## config.mk

```make
export PLATFORM = sky130hd
export DESIGN_NAME = dmem_arbiter
export DESIGN_NICKNAME = d
export VERILOG_FILES = /design/src/rtl/dmem_arbiter_pkg.sv /design/src/rtl/dmem_arbiter_rr_arb2.sv /design/src/rtl/dmem_arbiter.sv
export SDC_FILE = /design/constraint.sdc
export NUM_CORES = 1
export LEC_CHECK = 0
export CORE_AREA = 5 5 134 136
export DETAILED_ROUTE_END_ITERATION = 8
export DIE_AREA = 0 0 139 141
export GPL_ROUTABILITY_DRIVEN = 0
export HOLD_SLACK_MARGIN = 0.05
export PLACE_DENSITY = 0.67
export SYNTH_ARGS = -nofsm -noshare
export SYNTH_HDL_FRONTEND = slang
export SYNTH_HIERARCHICAL = 1
export SYNTH_SLANG_ARGS = --single-unit
```

## constraint.sdc

```tcl
create_clock -name clk -period 1.7 [get_ports clk]
set_input_delay 0.51 -clock clk [delete_from_list [all_inputs] [get_ports clk]]
set_output_delay 0.51 -clock clk [all_outputs]
set_load 0.005 [all_outputs]
```

## src/rtl/dmem_arbiter_pkg.sv

```systemverilog
// Shared definitions for the two-port data-memory arbiter: port ids,
// alignment rule and pipeline-stage control records.
package dmem_arbiter_pkg;

    typedef enum logic {
        PORT_CPU = 1'b0,
        PORT_DMA = 1'b1
    } port_id_e;

    // Word accesses only: any set bit under this mask marks a misaligned address.
    localparam logic [1:0] ALIGN_MASK = 2'b11;

    typedef struct packed {
        port_id_e port;
        logic     we;
        logic     err;
    } acc_ctl_t;

    typedef struct packed {
        port_id_e port;
        logic     err;
    } rsp_ctl_t;

    function automatic logic misaligned(input logic [1:0] addr_lsb);
        return |(addr_lsb & ALIGN_MASK);
    endfunction

endpackage

```

## src/rtl/dmem_arbiter_rr_arb2.sv

```systemverilog
// Two-requester round-robin arbiter. The pointer always moves to the port
// that lost (or did not ask) on the last grant, and holds when idle.
module rr_arb2
    import dmem_arbiter_pkg::*;
(
    input  logic       clk,
    input  logic       rst,
    input  logic [1:0] req_i,
    output logic [1:0] gnt_o
);

    port_id_e ptr_q, ptr_d;

    always_comb begin
        gnt_o = 2'b00;
        if (!rst) begin
            if (req_i == 2'b11)
                gnt_o = (ptr_q == PORT_DMA) ? 2'b10 : 2'b01;
            else
                gnt_o = req_i;
        end
        ptr_d = ptr_q;
        if (gnt_o[0])
            ptr_d = PORT_DMA;
        else if (gnt_o[1])
            ptr_d = PORT_CPU;
    end

    always_ff @(posedge clk) begin
        if (rst)
            ptr_q <= PORT_CPU;
        else
            ptr_q <= ptr_d;
    end

endmodule

```

## src/rtl/dmem_arbiter.sv

```systemverilog
// Two-port (CPU/DMA) data-memory arbiter: ACCEPT -> ACCESS -> RESP pipeline,
// one request per cycle, fixed two-cycle response latency.
module dmem_arbiter
    import dmem_arbiter_pkg::*;
#(
    parameter int ADDR_W = 32,
    parameter int DATA_W = 32
) (
    input  logic              clk,
    input  logic              rst,
    input  logic              p0_valid,
    input  logic              p0_we,
    input  logic [ADDR_W-1:0] p0_addr,
    input  logic [DATA_W-1:0] p0_wdata,
    output logic              p0_ready,
    output logic              p0_rsp_valid,
    output logic              p0_rsp_err,
    input  logic              p1_valid,
    input  logic              p1_we,
    input  logic [ADDR_W-1:0] p1_addr,
    input  logic [DATA_W-1:0] p1_wdata,
    output logic              p1_ready,
    output logic              p1_rsp_valid,
    output logic              p1_rsp_err,
    output logic [DATA_W-1:0] rsp_rdata,
    output logic              mem_ce,
    output logic              mem_we,
    output logic [ADDR_W-1:0] mem_addr,
    output logic [DATA_W-1:0] mem_wdata,
    input  logic [DATA_W-1:0] mem_rdata
);

    logic [1:0]        gnt;
    logic              sel_dma;

    logic              acc_vld_q, acc_vld_d;
    acc_ctl_t          acc_ctl_q, acc_ctl_d;
    logic [ADDR_W-1:0] acc_addr_q, acc_addr_d;
    logic [DATA_W-1:0] acc_wdata_q, acc_wdata_d;

    logic              rsp_vld_q, rsp_vld_d;
    rsp_ctl_t          rsp_ctl_q, rsp_ctl_d;
    logic [DATA_W-1:0] rsp_rdata_q, rsp_rdata_d;

    logic              mem_go;

    rr_arb2 u_arb (
        .clk   (clk),
        .rst   (rst),
        .req_i ({p1_valid, p0_valid}),
        .gnt_o (gnt)
    );

    assign p0_ready = gnt[0];
    assign p1_ready = gnt[1];
    assign sel_dma  = gnt[1];

    // ACCEPT: mux the granted request into the access stage.
    always_comb begin
        acc_vld_d         = |gnt;
        acc_addr_d        = sel_dma ? p1_addr  : p0_addr;
        acc_wdata_d       = sel_dma ? p1_wdata : p0_wdata;
        acc_ctl_d.port    = sel_dma ? PORT_DMA : PORT_CPU;
        acc_ctl_d.we      = sel_dma ? p1_we    : p0_we;
        acc_ctl_d.err     = misaligned(acc_addr_d[1:0]);
    end

    always_ff @(posedge clk) begin
        if (rst) begin
            acc_vld_q   <= 1'b0;
            acc_ctl_q   <= '0;
            acc_addr_q  <= '0;
            acc_wdata_q <= '0;
        end else begin
            acc_vld_q <= acc_vld_d;
            if (acc_vld_d) begin
                acc_ctl_q   <= acc_ctl_d;
                acc_addr_q  <= acc_addr_d;
                acc_wdata_q <= acc_wdata_d;
            end
        end
    end

    // ACCESS: rst gates the strobe so an aborted in-flight write never lands.
    assign mem_go    = acc_vld_q & ~acc_ctl_q.err & ~rst;
    assign mem_ce    = mem_go;
    assign mem_we    = mem_go & acc_ctl_q.we;
    assign mem_addr  = mem_go ? acc_addr_q  : '0;
    assign mem_wdata = mem_go ? acc_wdata_q : '0;

    always_comb begin
        rsp_vld_d      = acc_vld_q;
        rsp_ctl_d.port = acc_ctl_q.port;
        rsp_ctl_d.err  = acc_ctl_q.err;
        rsp_rdata_d    = (mem_go && !acc_ctl_q.we) ? mem_rdata : '0;
    end

    always_ff @(posedge clk) begin
        if (rst) begin
            rsp_vld_q   <= 1'b0;
            rsp_ctl_q   <= '0;
            rsp_rdata_q <= '0;
        end else begin
            rsp_vld_q   <= rsp_vld_d;
            rsp_ctl_q   <= rsp_ctl_d;
            rsp_rdata_q <= rsp_rdata_d;
        end
    end

    // RESP: single-cycle strobe routed to the owning port only.
    assign p0_rsp_valid = rsp_vld_q & ~rst & (rsp_ctl_q.port == PORT_CPU);
    assign p1_rsp_valid = rsp_vld_q & ~rst & (rsp_ctl_q.port == PORT_DMA);
    assign p0_rsp_err   = p0_rsp_valid & rsp_ctl_q.err;
    assign p1_rsp_err   = p1_rsp_valid & rsp_ctl_q.err;
    assign rsp_rdata    = (rsp_vld_q && !rst) ? rsp_rdata_q : '0;

endmodule

```

==> impl_metrics.tcl <==
set metrics [dict create \
    drv_cap 0 \
    drt_iter0_drc 120 \
    status "finished with violations" \
    io_buffer_count 269 \
    cts.hold.buffers_added 0 \
    first_pass_iters 4 \
    clock.fmax_mhz 464 \
    slew_headroom_pct 70.4 \
    r2r-start "u_arb/ptr_q" \
    avgRoutedWirePerCell_microns 18.3 \
    ys_top_cells_by_area "dfxtp_1, and2_1, mux2i_1" \
    wl_met2_microns 8940 \
    crit_fanout 6 \
    grt_pass1_wl_microns 27800 \
    fillers 1449 \
    cts-buffers-inserted 9 \
    antenna_found_initial 0 \
    yosys.area.top_type "dfxtp_1" \
    cp_cell_sequence "nor3b_4 -> buf_6 -> buf_6 -> buf_6 -> buf_16 -> and2_4 -> buf_6" \
    grt_max_degree 39 \
    htree_levels 3 \
    setup_viol 102 \
    cpMostUsedCell "buf_6" \
    die_w_microns 139 \
    cp_data_arrival_time_ns 1.64 \
    max_slew.worst_pin.slew_ns 0.444 \
    yosysUniqueCellTypes 25 \
    core-area_sq_mm 0.0168 \
    clk_pin_slew_ns 0.07 \
    setup.worst_path.start "acc_ctl_q[0]" \
    synth_top_area_share_pct 43.0 \
    vias_per_cell 4.65 \
    top_layer "met4" \
    power_mw 6.00 \
    layout-drive-gt1-share_pct 34.9 \
    yosysWarnings 6 \
    rsz0062_at_grt "yes" \
    reg2reg_setup_slack_ns 0.13 \
    num_vias 4752 \
    seq_area_frac_synth_pct 43.0 \
    grt_overflow 0 \
    nets 957 \
    syn2layout_area_growth_pct 86.5 \
    syn_nets 662 \
    p_leak_nw 3.70 \
    clockBufferDepth 2 \
    synth_seq_cells 104 \
    cp-start-kind "flop" \
    clkSinkCount 104 \
    failed_checks "negative setup slack" \
    finalHoldViolCount 0 \
    reg2reg_depth 6 \
    reg2reg_to "acc_ctl_q[0]" \
    pin_count 270 \
    cp.required_ns 1.19 \
    route.met3.wl_microns 1420 \
    die_height_microns 141 \
    insertion_delay_ns 0.35 \
    worstSetupPathType "reg -> out" \
    skew_ns 0.00697 \
    met1_length_microns 7810 \
    hold_path_class "reg -> reg" \
    cts_tree "done" \
    drc_errors 0 \
    cts_root_buffer "clkbuf_16" \
    die_area_sq_mm 0.0196 \
    finalSetupTns_ns -32.47 \
    min_period_over_period_pct 127 \
    ir_drop_v 0.000423 \
    routed_wl_microns 18700 \
    row_count 48 \
    syn_area_sq_mm 0.00485 \
    antennaDiodeCount 0 \
    drv_slew 0 \
    place_hpwl_microns 12200 \
    postSynthAreaPerCell_sq_um 9.77 \
    grt_pass1_vias 4993 \
    power_density_mw_per_mm2 664 \
    cp-end-kind "primary output" \
    cp_slowest_cell "dfxtp_2" \
    finalCriticalPeriod_ns 2.15 \
    grt_util_all_layers_pct 17.9 \
    slowest_delay_ns 0.34 \
    initial_utilization_pct 28.8 \
    synth_cells 496 \
    worst_slack_ns -0.454 \
    endpoint "mem_addr[23]" \
    ant_nets 0 \
]
-- report_power, final --
group,leakage (nW),total [mW],internal [mW],switching [mW]
registers,0.855,2.68,2.59,0.0854
clock network,0.154,2.19,1.17,1.02
logic,2.70,1.13,0.733,0.395
-- what timing repair did --
item                                   in CTS  in global routing
cloned                                     10                  4
setup endpoints to repair                 171                140
gates resized for setup                   493                153
pin swaps                                  31                 41
endpoints found under the hold margin       0                  0
setup buffers                              22                  8
-- layout by cell type, fill, tap and decap left out, types with 2 or more instances in the layout --
cell type	instances
clkinv_4	4
a211oi_1	64
buf_8	3
dfxtp_1	101
inv_8	2
clkdlybuf4s50_1	162
and2_1	47
nor3b_4	2
clkbuf_16	13
nor2_1	2
and2_4	84
buf_12	10
buf_2	18
nor2b_1	69
mux2i_1	65
buf_4	14
buf_6	108
buf_16	6
nor2b_4	2
dfxtp_2	2
-- logic make-up after synthesis --
| logic type | Yosys count | synth area share, % |
|---|---|---|
| mux | 65 | 13.4 |
| compound gates | 69 | 10.7 |
| buf+inv | 46 | 4.88 |
| flops | 104 | 43.0 |
| simple gates | 212 | 28.0 |
-- state kept, by name (all words and copies together) (netlist names) --
| name | cells |
|---|---|
| u_arb/ptr_q | 1 |
| rsp_rdata_q | 32 |
| acc_vld_q | 1 |
| acc_ctl_q | 3 |
| rsp_ctl_q | 2 |
| acc_addr_q | 32 |
| rsp_vld_q | 1 |
| acc_wdata_q | 32 |
-- layer usage --
metal	up-vias	track usage, %
met5	-	0
met4	0	6.54
met3	32	5.02
met2	221	29.4
met1	2231	22.6
li1	2268	-
-- final cells by class --
cell class              count  area (sq um)  share of cell area [%]
repair buffers            328          3570                    39.5
flip-flops and latches    104          2090                    23.1
inverters                   2          7.51                  0.0831
clock inverters             7          87.6                   0.969
multi-input cells         346          2780                    30.7
well taps                 225           282                    3.11
clock buffers               9           225                    2.49
-- synthesized netlist by cell type --
cell type  count
and2_1       131
o21a_1         1
buf_4          7
a21oi_2        1
nor2_1         2
clkbuf_2       8
and3_1         1
nor2b_2        1
clkbuf_1      20
buf_6          1
dfxtp_1      104
nand2b_1       1
nor4b_4        1
a21oi_1        1
nor3b_2        2
inv_1          2
buf_2          7
buf_8          1
nor4b_1        1
a211oi_1      65
nor3_1         1
and3b_1        1
mux2i_1       65
a2111oi_1      1
nor2b_1       70
-- how the worst min path moves through the flow --
| stage | from | to | slack (ns) | depth (start not counted) |
|---|---|---|---|---|
| 3_3_place_gp | acc_ctl_q[2] | acc_ctl_q[2] | 0.45 | 2 |
| 4_1_cts | acc_ctl_q[2] | rsp_ctl_q[1] | 0.47 | 1 |
| 2_1_floorplan | acc_ctl_q[2] | rsp_ctl_q[1] | 0.44 | 1 |
| 6_report | acc_ctl_q[2] | rsp_ctl_q[1] | 0.47 | 1 |
| 3_5_place_dp | acc_ctl_q[2] | rsp_ctl_q[1] | 0.45 | 1 |
| 5_1_grt | acc_ctl_q[2] | rsp_ctl_q[1] | 0.48 | 1 |
-- critical path: cells and delay by family, from the launching register on --
kind                   cells  cell delay [ns]
flip-flops                 1             0.34
buffers and inverters      5             0.59
AND/OR/NAND/NOR            2             0.36
-- metrics by stage --
step                      worst slack (ns)  hold slack (ns)  utilization [%]  instances  area (sq um)
after floorplan                    0.00431            0.439                -        496          4850
after global placement              -0.758            0.454             46.7        968          7850
after detailed placement            -0.761            0.454             46.7        968          7850
after CTS                           -0.464            0.466             51.7       1016          8700
after global routing                -0.531            0.480             53.8       1021          9040
final                               -0.454            0.468             53.8       1021          9040
(Power assumes the default switching activity.)
